==> src/rtl/vid_pkg.sv <==
// Shared video types and 720p timing constants for the pixel-domain blocks.
package vid_pkg;

  typedef logic [23:0] rgb_t;

  typedef enum logic [1:0] {
    RUN  = 2'd0,
    PEND = 2'd1,
    MUTE = 2'd2
  } arb_state_t;

  localparam int SCREEN_W = 1280;
  localparam int SCREEN_H = 720;
  localparam int FRAME_W  = 1650;
  localparam int FRAME_H  = 750;

  function automatic logic [7:0] sat_inc8(input logic [7:0] v);
    return (v == 8'hff) ? v : v + 8'd1;
  endfunction

endpackage

==> src/rtl/prio_enc.sv <==
// Lowest-set-bit priority encoder: index of the lowest asserted request.
module prio_enc #(
  parameter int N     = 3,
  parameter int IDX_W = 3
) (
  input  logic [N-1:0]     req,
  output logic             valid,
  output logic [IDX_W-1:0] idx
);

  always_comb begin
    valid = 1'b0;
    idx   = '0;
    // Scan downwards so the lowest set bit is the last one written.
    for (int i = N - 1; i >= 0; i--) begin
      if (req[i]) begin
        valid = 1'b1;
        idx   = IDX_W'(i);
      end
    end
  end

endmodule

==> src/rtl/video_source_arbiter.sv <==
// Frame-synchronous arbiter sharing the HDMI rgb input between pixel sources,
// with a muted gap of BLANK_FRAMES frames after each change of owner.
module video_source_arbiter
  import vid_pkg::*;
#(
  parameter int NUM_SRC      = 3,
  parameter int CX_W         = 11,
  parameter int SCREEN_W     = 1280,
  parameter int SCREEN_H     = 720,
  parameter int BLANK_FRAMES = 2
) (
  input  logic                  clk_pixel,
  input  logic                  sys_resetn,
  input  logic [CX_W-1:0]       cx,
  input  logic [CX_W-1:0]       cy,
  input  logic [NUM_SRC-1:0]    req,
  input  logic [NUM_SRC*24-1:0] src_rgb,
  output rgb_t                  rgb_out,
  output logic [NUM_SRC-1:0]    grant,
  output logic [2:0]            active_src,
  output logic                  switching,
  output logic [7:0]            switch_count
);

  localparam logic [CX_W-1:0] SCR_W_C   = CX_W'(SCREEN_W);
  localparam logic [CX_W-1:0] SCR_H_C   = CX_W'(SCREEN_H);
  localparam logic [3:0]      BLANK_CNT = 4'(BLANK_FRAMES);

  arb_state_t          state, state_n;
  logic [2:0]          target, target_n;
  logic [2:0]          active_n;
  logic [3:0]          mute_cnt, mute_cnt_n;
  logic [7:0]          count_n;
  logic                enc_valid;
  logic [2:0]          enc_idx;
  logic [2:0]          desired;
  logic                frame_start;
  logic                in_active;
  rgb_t                sel_rgb;
  logic [NUM_SRC-1:0]  grant_n;

  prio_enc #(
    .N     (NUM_SRC),
    .IDX_W (3)
  ) u_prio_enc (
    .req   (req),
    .valid (enc_valid),
    .idx   (enc_idx)
  );

  assign frame_start = (cx == '0) && (cy == '0);
  assign in_active   = (cx < SCR_W_C) && (cy < SCR_H_C);
  assign desired     = enc_valid ? enc_idx : active_src;

  always_comb begin
    state_n    = state;
    target_n   = target;
    active_n   = active_src;
    mute_cnt_n = mute_cnt;
    count_n    = switch_count;
    case (state)
      RUN: begin
        if (desired != active_src) begin
          state_n  = PEND;
          target_n = desired;
        end
      end
      PEND: begin
        target_n = desired;
        if (desired == active_src) begin
          state_n = RUN;
        end else if (frame_start) begin
          active_n = target;
          count_n  = sat_inc8(switch_count);
          if (BLANK_FRAMES == 0) begin
            state_n = RUN;
          end else begin
            state_n    = MUTE;
            mute_cnt_n = BLANK_CNT;
          end
        end
      end
      MUTE: begin
        // Requests are deliberately ignored until the mute has run out.
        if (frame_start) begin
          mute_cnt_n = mute_cnt - 4'd1;
          if (mute_cnt == 4'd1) state_n = RUN;
        end
      end
      default: state_n = RUN;
    endcase
  end

  always_comb begin
    sel_rgb = '0;
    for (int i = 0; i < NUM_SRC; i++) begin
      if (active_n == 3'(i)) sel_rgb = src_rgb[i*24 +: 24];
    end
  end

  assign grant_n = {{(NUM_SRC-1){1'b0}}, 1'b1} << active_n;

  // Registered outputs follow the next state so the new owner and the mute
  // both take effect on pixel (0,0) of the frame that starts the change.
  always_ff @(posedge clk_pixel or negedge sys_resetn) begin
    if (!sys_resetn) begin
      state        <= RUN;
      target       <= '0;
      mute_cnt     <= '0;
      active_src   <= '0;
      grant        <= {{(NUM_SRC-1){1'b0}}, 1'b1};
      switch_count <= '0;
      switching    <= 1'b0;
      rgb_out      <= '0;
    end else begin
      state        <= state_n;
      target       <= target_n;
      mute_cnt     <= mute_cnt_n;
      active_src   <= active_n;
      grant        <= grant_n;
      switch_count <= count_n;
      switching    <= (state_n == PEND) || (state_n == MUTE);
      rgb_out      <= (state_n == MUTE || !in_active) ? 24'h000000 : sel_rgb;
    end
  end

endmodule
==> config.mk <==
export PLATFORM = sky130hd
export DESIGN_NAME = video_source_arbiter
export DESIGN_NICKNAME = d
export VERILOG_FILES = /design/src/rtl/vid_pkg.sv /design/src/rtl/prio_enc.sv /design/src/rtl/video_source_arbiter.sv
export SDC_FILE = /design/constraint.sdc
export NUM_CORES = 1
export LEC_CHECK = 0
export ABC_AREA = 1
export CELL_PAD_IN_SITES_DETAIL_PLACEMENT = 0
export CELL_PAD_IN_SITES_GLOBAL_PLACEMENT = 2
export CORE_MARGIN = 2
export CORE_UTILIZATION = 20
export CTS_BUF_LIST = sky130_fd_sc_hd__clkbuf_2
export DETAILED_ROUTE_END_ITERATION = 10
export PLACE_DENSITY_LB_ADDON = 0.12
export SLEW_MARGIN = 20
export SYNTH_ARGS = -nofsm -noshare
export SYNTH_HDL_FRONTEND = slang
export SYNTH_SLANG_ARGS = --single-unit
==> constraint.sdc <==
create_clock -name clk_pixel -period 2.2 [get_ports clk_pixel]
set_input_delay 0.22 -clock clk_pixel [delete_from_list [all_inputs] [get_ports clk_pixel]]
set_output_delay 0.22 -clock clk_pixel [all_outputs]
set_load 0.01 [all_outputs]
# ---- Yosys cells after proc, flatten, opt, wreduce, memory -nomap -nowiden
# Index checks and enable logic that the tools add are counted.
dict set report word_totals {
  ff_bits 48
  latchBits 0
  mem_bits_rw 0
  rom_bits 0
  out_inout_bits 39
  word_cells 69
  mem_count 0
}
dict set report op_classes {
  add_sub_neg 2
  multipliers 0
  div_mod_pow 0
  n_lt_le_gt_ge 2
  eq_ne 14
  n_shift 1
  muxes 26
  bitwise 2
  reduce_logical 14
}
# cell count
set ops {}
lappend ops {{$mux W24} 4}
lappend ops {{$logic_not A11 Y1} 2}
lappend ops {{$mux W2} 8}
lappend ops {{$mux W3} 5}
lappend ops {{$mux W4} 3}
lappend ops {{$lt A11 B10 Y1 const B} 1}
lappend ops {{$lt A11 B11 Y1 const B} 1}
lappend ops {{$add A8 B1 Y8 const B} 1}
lappend ops {{$eq A8 B8 Y1 const B} 1}
lappend ops {{$ne A2 B2 Y1 const B} 4}
lappend ops {{$pmux W4 S2} 1}
lappend ops {{$reduce_and A4 Y1} 2}
lappend ops {{$pmux W2 S3} 1}
lappend ops {{$pmux W3 S2} 1}
lappend ops {{$eq A2 B1 Y1 const B} 2}
lappend ops {{$eq A2 B2 Y1 const B} 2}
lappend ops {{$eq A4 B1 Y1 const B} 1}
lappend ops {{$reduce_bool A2 Y1} 2}
lappend ops {{$sub A4 B1 Y4 const B} 1}
lappend ops {{$eq A3 B1 Y1 const B} 1}
lappend ops {{$eq A3 B2 Y1 const B} 1}
lappend ops {{$eq A3 B3 Y1} 1}
lappend ops {{$logic_not A3 Y1} 1}
lappend ops {{$mux W1} 3}
lappend ops {{other kinds (8)} 11}

# ---- Depth between registers and ports, before layout
# Gate-level depths: netlist of the first run.
dict set report depth {
  depth_word 12
  ltp_mapped 15
  depth_no_buf 14
}

# ---- Cells and area by module
# From an unflattened synthesis of the first run, not the netlist that was laid out.
dict set report unflattened {
  cells_unflattened 443
  area_unflattened_um2 3064.2
}
# mod n_inst cells_per_inst area_per_inst_um2 seq_area_each_um2
set by_module_without_submodules {}
lappend by_module_without_submodules {video_source_arbiter 1 434 3021.6 1202.4}
lappend by_module_without_submodules {prio_enc 1 9 42.5 0.0}

# ---- Least setup slack after synthesis of the first run
# OpenSTA, ideal clock, no wires.
dict set report synth_timing {
  kind {reg-to-reg}
  start {register state[1]}
  end {register rgb_out[10]}
  setup_ps 113
  arrival_time_ps 1990
  t_required_ps 2087
  path_slack_ps 97
  path_stages_with_launch 13
  path_buffers 1
  cell_sequence {dfrtp_1 nor2_1 inv_1 nor2_4 nand2_2 a22oi_1 ha_1 nor2_1 o211ai_1 clkbuf_1 nor2_1 nand2_1 inv_1}
}
dict set report synth_via {
  elab_cells_between_ends 19
}
# item line
set synth_lines {}
lappend synth_lines {{start: declaration} video_source_arbiter.sv:29} ;# arb_state_t state, state_n;
lappend synth_lines {{start signal: assignment} video_source_arbiter.sv:116} ;# state <= state_n;
lappend synth_lines {{$mux W2 (on tied branches)} {video_source_arbiter.sv:87, video_source_arbiter.sv:72}}
lappend synth_lines {{$mux W2 (on tied branches)} {video_source_arbiter.sv:85, video_source_arbiter.sv:70}}
lappend synth_lines {{$pmux W2 S3 *} video_source_arbiter.sv:61} ;# case (state)
lappend synth_lines {{via state_n[1]} video_source_arbiter.sv:29}
lappend synth_lines {{$eq A2 B2 Y1 *} video_source_arbiter.sv:123} ;# rgb_out <= (state_n == MUTE || !in_active) ? 24'h000000 : sel_rgb;
lappend synth_lines {{$logic_or A1 B1 Y1 *} video_source_arbiter.sv:123}
lappend synth_lines {{$mux W24 *} video_source_arbiter.sv:123}
lappend synth_lines {{end signal: assignment} video_source_arbiter.sv:123}
lappend synth_lines {{end: declaration} video_source_arbiter.sv:18} ;# output rgb_t rgb_out,
# The timed path passes the listed nets; every way through them passes the cells marked *.
# A chain may end at the register's enable or synchronous reset.

# ---- Worst setup path in the final report of the first run
dict set report layout_timing {
  start {register active_src[1]}
  end {register rgb_out[20]}
}
dict set report layout_via {
  elab_cells_between_ends 18
}
# item line
set layout_lines {}
lappend layout_lines {{start: declaration} video_source_arbiter.sv:20} ;# output logic [2:0] active_src,
lappend layout_lines {{start signal: assignment} video_source_arbiter.sv:119} ;# active_src <= active_n;
lappend layout_lines {{$mux W3} video_source_arbiter.sv:53} ;# assign desired = enc_valid ? enc_idx : active_src;
lappend layout_lines {{$eq A3 B3 Y1 or $ne A3 B3 Y1 (tied branches)} {video_source_arbiter.sv:70, video_source_arbiter.sv:63}}
lappend layout_lines {{$mux W2 (on tied branches)} {video_source_arbiter.sv:70, video_source_arbiter.sv:63}}
lappend layout_lines {{$pmux W2 S3 *} video_source_arbiter.sv:61}
lappend layout_lines {{via state_n[0]} video_source_arbiter.sv:29}
lappend layout_lines {{$eq A2 B2 Y1 *} video_source_arbiter.sv:123}
lappend layout_lines {{$logic_or A1 B1 Y1 *} video_source_arbiter.sv:123}
lappend layout_lines {{$mux W24 *} video_source_arbiter.sv:123}
# Marked as above.

==> flow_summary.json, run 1 <==
{
  "worst_setup_path_end_kind": "register",
  "timing.clock.skew_ps": 21.5,
  "leakagePower_uw": 0.00234,
  "synth-seq-area-share": 0.423,
  "worst_hold_slack_ps": 261,
  "timing.rr.start": "active_src[1]$_DFF_PN0_",
  "floorplan.die.height_um": 123,
  "critical_path_arrival_ps": 2480,
  "clock_path_buffers": 2,
  "reg2reg_slack_ps": 130,
  "cp-startpoint": "active_src[1]$_DFF_PN0_",
  "die_area_um2": 15200,
  "setup_tns_ps": 0,
  "grt_first_pass_wirelength_um": 15600,
  "period_share": 0.942,
  "cts.sinks": 48,
  "area_delta_synth_final_pct": 69.0,
  "seqPwrFrac": 0.527,
  "ff_latch_area_um2": 1200,
  "min_tclk_post_route_ps": 2070,
  "postSynth.topFlopCell": "sky130_fd_sc_hd__dfrtp_1",
  "placement.io_buffers": 137,
  "crit_path_start_kind": "register",
  "placedInstanceArea_um2": 4610,
  "synth_async_sr_flop_share": 1.00,
  "number_of_global_route_vias_before_repair": 3012,
  "initial_core_util": 0.205,
  "ios": 138,
  "cts-buffers-inserted": 5,
  "tritoncts_clock_tree": "done",
  "run_status": "finished, final reports clean",
  "power.density_cell_area_nw_per_um2": 352,
  "dp_hpwl_um": 7650,
  "netlist_area_um2": 2840,
  "cell_internal_pwr_uw": 1280,
  "achievable-frequency_mhz": 483,
  "groute.usage.overall": 0.133,
  "placement_rows": 43,
  "design_area_um2": 4800,
  "finalWeightedCongestion": 0.776,
  "global_route.overflow_total": 0,
  "iteration_0_drc_markers": 96,
  "timing.final.max_slew_violations": 0,
  "postRouteAntennaNets": 0,
  "timing_worst_slew_pin_value_ps": 614,
  "routed_wirelength_um": 9940,
  "synth.yosys.warnings": 0,
  "clk_pin_slew_worst_paths_ps": 280,
  "rsz0062_at_grt": "true",
  "antennaDiodeCount": 0,
  "drtPass1Iterations": 4,
  "power_switching_uw": 411,
  "power_frac_clock": 0.302,
  "vias": 3026,
  "num-fill-cells": 1488,
  "cts_max_level": 2,
  "avg_cell_area_syn_um2": 7.56,
  "layout-drive-gt1-share": 0.156,
  "max-cap-violations": 0,
  "rr_endpoint": "rgb_out[20]$_DFF_PN0_",
  "die-width_um": 123,
  "grt_antenna_before_repair": 0,
  "setup_ws_ps": 128,
  "worst_setup_path_endpoint": "rgb_out[20]$_DFF_PN0_",
  "timing.setup.critical_path_class": "reg -> reg",
  "synth_unique_cells": 36,
  "ff2ff_path_depth": 16,
  "synth_area_leader_cell": "sky130_fd_sc_hd__dfrtp_1",
  "detail_route.drc_violations": 0,
  "grt_max_degree": 32,
  "post-place-ws_ps": -289,
  "worst_skew_pair.late_latency_ps": 450,
  "worst_slew_margin_rel": 0.590,
  "setup_viol": 0,
  "maximum_net_fanout_on_the_critical_path": 6,
  "critical_path_required_ps": 2610,
  "final_net_count": 639,
  "power.share.combinational": 0.171,
  "vias_per_cell": 4.22,
  "total_power_uw": 1690,
  "drt-wirelength-per-cell_um": 13.9,
  "vdd_ir_drop_max_uv": 324,
  "ys_top_cells_by_area": "sky130_fd_sc_hd__dfrtp_1 (41%), sky130_fd_sc_hd__nand4_1 (11%), sky130_fd_sc_hd__nor2_1 (9.2%), sky130_fd_sc_hd__inv_1 (6.5%), sky130_fd_sc_hd__nand2_1 (6.5%)",
  "min_path_type": "in -> async",
  "netlist.area_leader.share": 0.414,
  "synthCells": 376,
  "switching_share": 0.243,
  "synth.net_count": 479,
  "synth_edf_count": 0,
  "fp.coreArea_um2": 13900,
  "cts.root.buffer_cell": "sky130_fd_sc_hd__clkbuf_2",
  "multiInputGateArea_um2": 1400,
  "timing_hold_violations_final": 0,
  "synth_seq_cells": 48
}
[layer usage]
metal	GRT usage	vias up	routed length, um
met4	0.0298	0	93
met2	0.226	81	4930
met1	0.166	1378	4270
met5	0	-	0
met3	0.0401	6	647
li1	-	1561	-
[synth_stat cells, types with 2 or more instances]
master,number
sky130_fd_sc_hd__o21ai_0,11
sky130_fd_sc_hd__inv_2,3
sky130_fd_sc_hd__nor2_1,70
sky130_fd_sc_hd__xor2_1,3
sky130_fd_sc_hd__ha_1,4
sky130_fd_sc_hd__nand4_1,52
sky130_fd_sc_hd__nand3_1,30
sky130_fd_sc_hd__inv_1,49
sky130_fd_sc_hd__nand3_2,3
sky130_fd_sc_hd__xnor2_1,2
sky130_fd_sc_hd__buf_2,9
sky130_fd_sc_hd__dfrtp_1,47
sky130_fd_sc_hd__a21oi_1,5
sky130_fd_sc_hd__nand2_2,4
sky130_fd_sc_hd__o211ai_1,3
sky130_fd_sc_hd__nor2_2,2
sky130_fd_sc_hd__clkbuf_1,9
sky130_fd_sc_hd__nand2_1,49
sky130_fd_sc_hd__nor2_4,3
sky130_fd_sc_hd__buf_6,2
[registers in the layout, indices dropped and copies added (netlist names)]
signal / flops
active_src: 3
state: 2
switching: 1
switch_count: 8
mute_cnt: 4
rgb_out: 24
grant: 3
target: 3
[kinds of logic after synthesis]
group | share of synthesized area
and+or+nand+nor | 0.383
buffers and inverters | 0.109
DFF | 0.423
AOI/OAI and AO/OA | 0.0484
xor gates and xnor gates | 0.0154
adders and majority gates | 0.0176
muxes | 0.00396
[stage by stage]
step | instances | utilization
3_3_place_gp | 705 | 0.332
6_report | 717 | 0.346
4_1_cts | 714 | 0.338
2_1_floorplan | 376 | -
5_1_grt | 717 | 0.346
3_5_place_dp | 705 | 0.332
[worst max-delay path, cell delays in order (launching register included)]
cell	delay, ps
sky130_fd_sc_hd__dfrtp_2	490
sky130_fd_sc_hd__inv_2	70
sky130_fd_sc_hd__nand2_2	50
sky130_fd_sc_hd__nand3_2	70
sky130_fd_sc_hd__nand2_2	60
sky130_fd_sc_hd__a21oi_2	150
sky130_fd_sc_hd__inv_2	50
sky130_fd_sc_hd__a21oi_2	120
sky130_fd_sc_hd__inv_1	60
sky130_fd_sc_hd__ha_2	170
sky130_fd_sc_hd__nor2_1	80
sky130_fd_sc_hd__o211ai_1	140
sky130_fd_sc_hd__buf_4	200
sky130_fd_sc_hd__buf_6	140
sky130_fd_sc_hd__nor2_1	100
sky130_fd_sc_hd__nand2_1	50
sky130_fd_sc_hd__inv_1	40
[layout by cell type, fill, tap and decap left out, types with 2 or more instances in the layout]
master	instances
sky130_fd_sc_hd__inv_2	6
sky130_fd_sc_hd__xnor2_1	2
sky130_fd_sc_hd__nand4_1	52
sky130_fd_sc_hd__clkdlybuf4s50_1	136
sky130_fd_sc_hd__nor2_4	6
sky130_fd_sc_hd__o21ai_0	11
sky130_fd_sc_hd__nor2_2	4
sky130_fd_sc_hd__clkbuf_2	5
sky130_fd_sc_hd__a21oi_1	3
sky130_fd_sc_hd__nand2_2	6
sky130_fd_sc_hd__inv_1	46
sky130_fd_sc_hd__dfrtp_1	46
sky130_fd_sc_hd__a21oi_2	2
sky130_fd_sc_hd__buf_6	3
sky130_fd_sc_hd__nor2_1	65
sky130_fd_sc_hd__o211ai_1	3
sky130_fd_sc_hd__nand3_1	29
sky130_fd_sc_hd__ha_1	3
sky130_fd_sc_hd__buf_4	29
sky130_fd_sc_hd__nand3_4	2
sky130_fd_sc_hd__buf_12	2
sky130_fd_sc_hd__xor2_1	3
sky130_fd_sc_hd__nand2_1	47
sky130_fd_sc_hd__nand3_2	3
[power by group through the flow]
stage	clock network, uW	logic, uW	registers, uW
after detailed placement	0	275	904
final	511	289	890
after floorplan	0	44.7	904
after CTS	560	277	890
after global routing	589	317	891
after global placement	0	274	904
[how the worst min path moves through the flow]
| stage | start | endpoint |
|---|---|---|
| 5_1_grt | sys_resetn | active_src[0]$_DFF_PN0_ |
| 4_1_cts | sys_resetn | rgb_out[8]$_DFF_PN0_ |
| 3_3_place_gp | sys_resetn | active_src[0]$_DFF_PN0_ |
| 3_5_place_dp | sys_resetn | active_src[0]$_DFF_PN0_ |
| 2_1_floorplan | sys_resetn | active_src[0]$_DFF_PN0_ |
| 6_report | sys_resetn | rgb_out[8]$_DFF_PN0_ |
[timing repair]
action / CTS / global route
endpoints found under the setup margin: 0 / 24
hold endpoints to repair: 22 / 0
setup buffers: 0 / 1
hold buffers: 1 / 0
resized for setup: 0 / 29
[cell type report]
type,instances,share of cell area
clock buffer,5,0.00521
clock inverter,3,0.00964
inverter,53,0.0417
multi-input combinational,254,0.290
sequential,48,0.251
tap,180,0.0469
timing repair buffer,174,0.356
No activity file was read; power rests on OpenSTA's default activity.
==> run 2: changes to the inputs <==
CELL_PAD_IN_SITES_DETAIL_PLACEMENT = 1   (was 0)
==> flow_summary.json, run 2 (synthesized netlist as in run 1, its figures left out) <==
{
  "ios": 138,
  "maximum_net_fanout_on_the_critical_path": 6,
  "final_net_count": 643,
  "vdd_ir_drop_max_uv": 137,
  "die-width_um": 123,
  "leakagePower_uw": 0.00235,
  "critical_path_arrival_ps": 2500,
  "post-place-ws_ps": -288,
  "grt_antenna_before_repair": 0,
  "cts.root.buffer_cell": "sky130_fd_sc_hd__clkbuf_2",
  "reg_top3": "rgb_out x24, switch_count x8, mute_cnt x4",
  "cts.sinks": 48,
  "area_delta_synth_final_pct": 70.3,
  "clk_pin_slew_worst_paths_ps": 270,
  "timing_hold_violations_final": 0,
  "drt-wirelength-per-cell_um": 14.6,
  "cts_max_level": 2,
  "timing.final.max_slew_violations": 0,
  "setup_tns_ps": 0,
  "largest-register": "rgb_out",
  "rsz0062_at_grt": "true",
  "mostFrequentLayoutCell": "sky130_fd_sc_hd__clkdlybuf4s50_1",
  "max-cap-violations": 0,
  "die_area_um2": 15200,
  "top_layer_used": "met4",
  "worst_setup_path_end_kind": "register",
  "period_share": 0.946,
  "crit_path_start_kind": "register",
  "fp.coreArea_um2": 13900,
  "grt_first_pass_wirelength_um": 16300,
  "initial_core_util": 0.205,
  "routed_wirelength_um": 10600,
  "drtPass1Iterations": 4,
  "min_path_type": "in -> async",
  "power.density_cell_area_nw_per_um2": 328,
  "timing.critical_path.slowest_stage_cell": "sky130_fd_sc_hd__dfrtp_1",
  "iteration_0_drc_markers": 80,
  "clock_path_buffers": 2,
  "timing.clock.skew_ps": 10.9,
  "setup_ws_ps": 119,
  "postRouteAntennaNets": 0,
  "met1Wirelength_um": 4440,
  "achievable-frequency_mhz": 481,
  "tritoncts_clock_tree": "done",
  "global_route.overflow_total": 0,
  "crit_path_max_incr_delay_ps": 490,
  "setup_viol": 0,
  "detail_route.drc_violations": 0,
  "dp_hpwl_um": 8160,
  "largest_register_ffs": 24,
  "grt_max_degree": 32,
  "finalWeightedCongestion": 0.776,
  "layout-drive-gt1-share": 0.172,
  "metal3_wl_um": 659,
  "antennaDiodeCount": 0,
  "vias": 3145,
  "critical_path_required_ps": 2620,
  "run_status": "finished, final reports clean",
  "placement_rows": 43,
  "vias_per_cell": 4.36,
  "number_of_global_route_vias_before_repair": 3280,
  "reg2reg_slack_ps": 120,
  "placement.io_buffers": 137,
  "min_tclk_post_route_ps": 2080,
  "worst_slew_margin_rel": 0.579,
  "cts-buffers-inserted": 5,
  "groute.usage.overall": 0.138,
  "worst_skew_pair.late_latency_ps": 450,
  "most-common-layout-cells": "sky130_fd_sc_hd__clkdlybuf4s50_1 (136), sky130_fd_sc_hd__nor2_1 (58), sky130_fd_sc_hd__nand4_1 (52)",
  "crit_chain": "o21ai_0 -> nand3_1 -> nand2_1 -> a21oi_2 -> inv_2 -> a21oi_2 -> inv_1 -> ha_2 -> nor2_1 -> o211ai_1 -> buf_4 -> clkbuf_16 -> nor2_4 -> nand2_1 -> inv_1",
  "timing_worst_slew_pin_value_ps": 632,
  "floorplan.die.height_um": 123,
  "timing.setup.critical_path_class": "reg -> reg",
  "routed-wl-met2_um": 5360
}
run 2: changes by cell type in the layout (fill, tap and decap cells not counted), moves of 3 or more:
cell,delta
sky130_fd_sc_hd__nor2_1,-7
sky130_fd_sc_hd__nor2_4,+4
sky130_fd_sc_hd__buf_4,+3
sky130_fd_sc_hd__nor2_2,+3
run 2: power breakdown:
part / total, uW / switching, uW / internal, uW
sequential: 890 / 1.30 / 889
clock: 403 / 324 / 79.2
combinational: 297 / 99.2 / 198
run 2: final timing paths:
| path | startpoint | endpoint | cells after the start |
|---|---|---|---|
| worst max register to register | active_src[1]$_DFF_PN0_ | rgb_out[9]$_DFF_PN0_ | 15 |
| min in group clk_pixel | src_rgb[53] | rgb_out[5]$_DFF_PN0_ | 5 |
| worst min register to register | switch_count[6]$_DFFE_PN0P_ | switch_count[6]$_DFFE_PN0P_ | 1 |
| max in group asynchronous | sys_resetn | switching$_DFF_PN0_ | 3 |
| worst max-delay path | active_src[1]$_DFF_PN0_ | rgb_out[9]$_DFF_PN0_ | 15 |
| worst min-delay path | sys_resetn | mute_cnt[0]$_DFFE_PN0P_ | 2 |
run 2: what timing repair did:
action | in CTS | in global routing
hold buffers | 1 | 0
hold endpoints to repair | 22 | 0
gates resized for setup | 0 | 36
setup buffers | 0 | 5
setup endpoints to repair | 0 | 23
run 2: worst max-delay path, delay by kind of cell (launching register included):
| kind | cells | cell delay (ps) |
|---|---|---|
| compound gates | 4 | 470 |
| fa+ha+maj | 1 | 170 |
| simple gates | 5 | 420 |
| buf+inv | 5 | 500 |
| flops | 1 | 490 |
run 2: routing by layer:
| metal | up-vias | global-route usage |
|---|---|---|
| met2 | 73 | 0.243 |
| li1 | 1566 | - |
| met1 | 1500 | 0.164 |
| met3 | 6 | 0.0401 |
| met4 | 0 | 0.0320 |
| met5 | - | 0 |
run 2: cell type report:
type / instances / area [um^2]
Fill cell: 1675 / 9040
Clock buffer: 5 / 25.0
Inverter: 53 / 200
Multi-Input combinational cell: 254 / 1420
Timing Repair Buffer: 178 / 1740
Tap cell: 180 / 225
Sequential cell: 48 / 1200
Clock inverter: 3 / 23.8
run 2: per-stage QoR:
step / util / cells / total power (uW) / hold WS, ps / area, um^2
after floorplan: - / 376 / 949 / -75.6 / 2840
after global placement: 0.332 / 705 / 1180 / 278 / 4610
after detailed placement: 0.332 / 705 / 1180 / 287 / 4610
after CTS: 0.336 / 714 / 1610 / 257 / 4670
after global routing: 0.349 / 721 / 1680 / 253 / 4840
final: 0.349 / 721 / 1590 / 270 / 4840
==> run 3: changes to the inputs <==
PLACE_DENSITY_LB_ADDON = 0.1   (was 0.12)
==> flow_summary.json, run 3 (synthesized netlist as in run 1, its figures left out) <==
{
  "run_status": "finished, final reports clean",
  "rr_endpoint": "rgb_out[13]$_DFF_PN0_",
  "die_area_um2": 15200,
  "critical_path_arrival_ps": 2570,
  "switching_share": 0.250,
  "timing.final.max_slew_violations": 0,
  "initial_core_util": 0.205,
  "ff2ff_path_depth": 16,
  "cts_max_level": 2,
  "worst_slew_margin_rel": 0.474,
  "tritoncts_clock_tree": "done",
  "placement_rows": 43,
  "final_net_count": 644,
  "ios": 138,
  "gr-usage-met3": 0.0387,
  "die-width_um": 123,
  "cell_internal_pwr_uw": 1290,
  "post-place-ws_ps": -257,
  "layout-drive-gt1-share": 0.177,
  "crit_path_start_kind": "register",
  "power_frac_clock": 0.306,
  "worst_setup_path_end_kind": "register",
  "grt_antenna_before_repair": 0,
  "global_route.overflow_total": 0,
  "achievable-frequency_mhz": 469,
  "num-fill-cells": 1665,
  "timing.rr.start": "active_src[1]$_DFF_PN0_",
  "antennaDiodeCount": 0,
  "drt-wirelength-per-cell_um": 14.8,
  "power.share.combinational": 0.175,
  "mostFrequentLayoutCell": "sky130_fd_sc_hd__clkdlybuf4s50_1",
  "final_core_util": 0.355,
  "largest_register_ffs": 24,
  "global_route.peak_usage_layer": "met2",
  "leakagePower_uw": 0.00239,
  "worst_hold_slack_ps": 325,
  "ff_latch_area_um2": 1200,
  "postRouteAntennaNets": 0,
  "timing_worst_slew_pin_value_ps": 789,
  "timing.setup.critical_path_class": "reg -> reg",
  "grt_max_degree": 51,
  "detail_route.drc_violations": 0,
  "min_path_type": "in -> async",
  "routed_wirelength_um": 10700,
  "seqPwrFrac": 0.519,
  "timing.clock.skew_ps": 33.1,
  "cts.root.buffer_cell": "sky130_fd_sc_hd__clkbuf_2",
  "met2_usage": 0.244,
  "power.density_cell_area_nw_per_um2": 349,
  "setup_viol": 0,
  "groute.usage.overall": 0.141,
  "most-common-layout-cells": "sky130_fd_sc_hd__clkdlybuf4s50_1 (136), sky130_fd_sc_hd__nor2_1 (56), sky130_fd_sc_hd__nand4_1 (52)",
  "finalWeightedCongestion": 0.808,
  "dp_hpwl_um": 8040,
  "setup_ws_ps": 68.7,
  "placement.io_buffers": 137,
  "period_share": 0.969,
  "min_tclk_post_route_ps": 2130,
  "multiInputGateArea_um2": 1430,
  "power_switching_uw": 429,
  "vdd_ir_drop_max_uv": 173,
  "fp.coreArea_um2": 13900,
  "reg2reg_slack_ps": 70,
  "cts-buffers-inserted": 5,
  "drtPass1Iterations": 4,
  "clock_path_buffers": 2,
  "maximum_net_fanout_on_the_critical_path": 6,
  "max-cap-violations": 0,
  "grt_first_pass_wirelength_um": 16500,
  "vias_per_cell": 4.31,
  "cts.sinks": 48,
  "number_of_global_route_vias_before_repair": 3216,
  "largest-register": "rgb_out",
  "grt_use_met1": 0.174,
  "worst_skew_pair.late_latency_ps": 460,
  "iteration_0_drc_markers": 93,
  "floorplan.die.height_um": 123,
  "timing_hold_violations_final": 0,
  "vias": 3115,
  "area_delta_synth_final_pct": 73.1,
  "critical_path_required_ps": 2640,
  "rsz0062_at_grt": "true",
  "reg_top3": "rgb_out x24, switch_count x8, mute_cnt x4",
  "clk_pin_slew_worst_paths_ps": 280
}
run 3: cell count changes in the layout (fill, tap and decap cells not counted), sizes merged:
cell and change:
clkinvlp -2, bufinv +1, clkbuf +1, clkinv +1
run 3: how the worst max path moves through the flow:
stage | depth (start not counted) | endpoint | slack, ps | startpoint
2_1_floorplan | 12 | rgb_out[10]$_DFF_PN0_ | 100 | state[1]$_DFF_PN0_
3_3_place_gp | 17 | rgb_out[9]$_DFF_PN0_ | -260 | cx[10]
3_5_place_dp | 17 | rgb_out[9]$_DFF_PN0_ | -260 | cx[10]
4_1_cts | 15 | rgb_out[4]$_DFF_PN0_ | 90 | active_src[1]$_DFF_PN0_
5_1_grt | 15 | rgb_out[16]$_DFF_PN0_ | -70 | active_src[1]$_DFF_PN0_
6_report | 16 | rgb_out[13]$_DFF_PN0_ | 70 | active_src[1]$_DFF_PN0_
run 3: worst max-delay path, cell delays in order, from the launching register on:
cell and delay, ps:
sky130_fd_sc_hd__dfrtp_1 480, sky130_fd_sc_hd__inv_1 80, sky130_fd_sc_hd__nand2_1 60, sky130_fd_sc_hd__nand3_2 70, sky130_fd_sc_hd__nand2_2 70, sky130_fd_sc_hd__a21oi_2 120
sky130_fd_sc_hd__inv_1 70, sky130_fd_sc_hd__a21oi_2 130, sky130_fd_sc_hd__inv_1 60, sky130_fd_sc_hd__ha_2 180, sky130_fd_sc_hd__nor2_2 90, sky130_fd_sc_hd__o211ai_1 130
sky130_fd_sc_hd__buf_4 200, sky130_fd_sc_hd__buf_12 140, sky130_fd_sc_hd__nor2_1 110, sky130_fd_sc_hd__nand2_1 60, sky130_fd_sc_hd__inv_1 40
run 3: routing by layer:
metal,part of all wire,routed length [um]
met1,0.44,4730
met2,0.49,5250
met3,0.058,620
met4,0.0091,97
met5,0,0
run 3: layout make-up:
cell class / count / area share
Timing Repair Buffer: 179 / 0.364
Multi-Input combinational cell: 254 / 0.290
Sequential cell: 48 / 0.244
Tap cell: 180 / 0.0458
Inverter: 53 / 0.0407
Clock inverter: 3 / 0.00966
Clock buffer: 5 / 0.00509
run 3: timing repair:
item                                   CTS  global route
gates resized for setup                  0            37
endpoints found under the hold margin   29             0
setup endpoints to repair                0            24
setup buffers                            0             7
hold buffers                             1             0
run 3: metrics by stage:
stage / setup TNS, ps / total power, uW / std cells / instance area, um^2
finish: 0 / 1720 / 722 / 4920
global route: -709 / 1810 / 722 / 4920
CTS: 0 / 1730 / 713 / 4710
detailed placement: -6300 / 1180 / 704 / 4630
global placement: -5890 / 1180 / 704 / 4630
floorplan: 0 / 949 / 376 / 2840
run 3: power groups by stage:
stage               Combinational, uW  Clock, uW  Sequential, uW
detailed placement                276          0             904
CTS                               278        564             891
finish                            301        525             890
global route                      328        587             891
global placement                  275          0             904
floorplan                        44.7          0             904
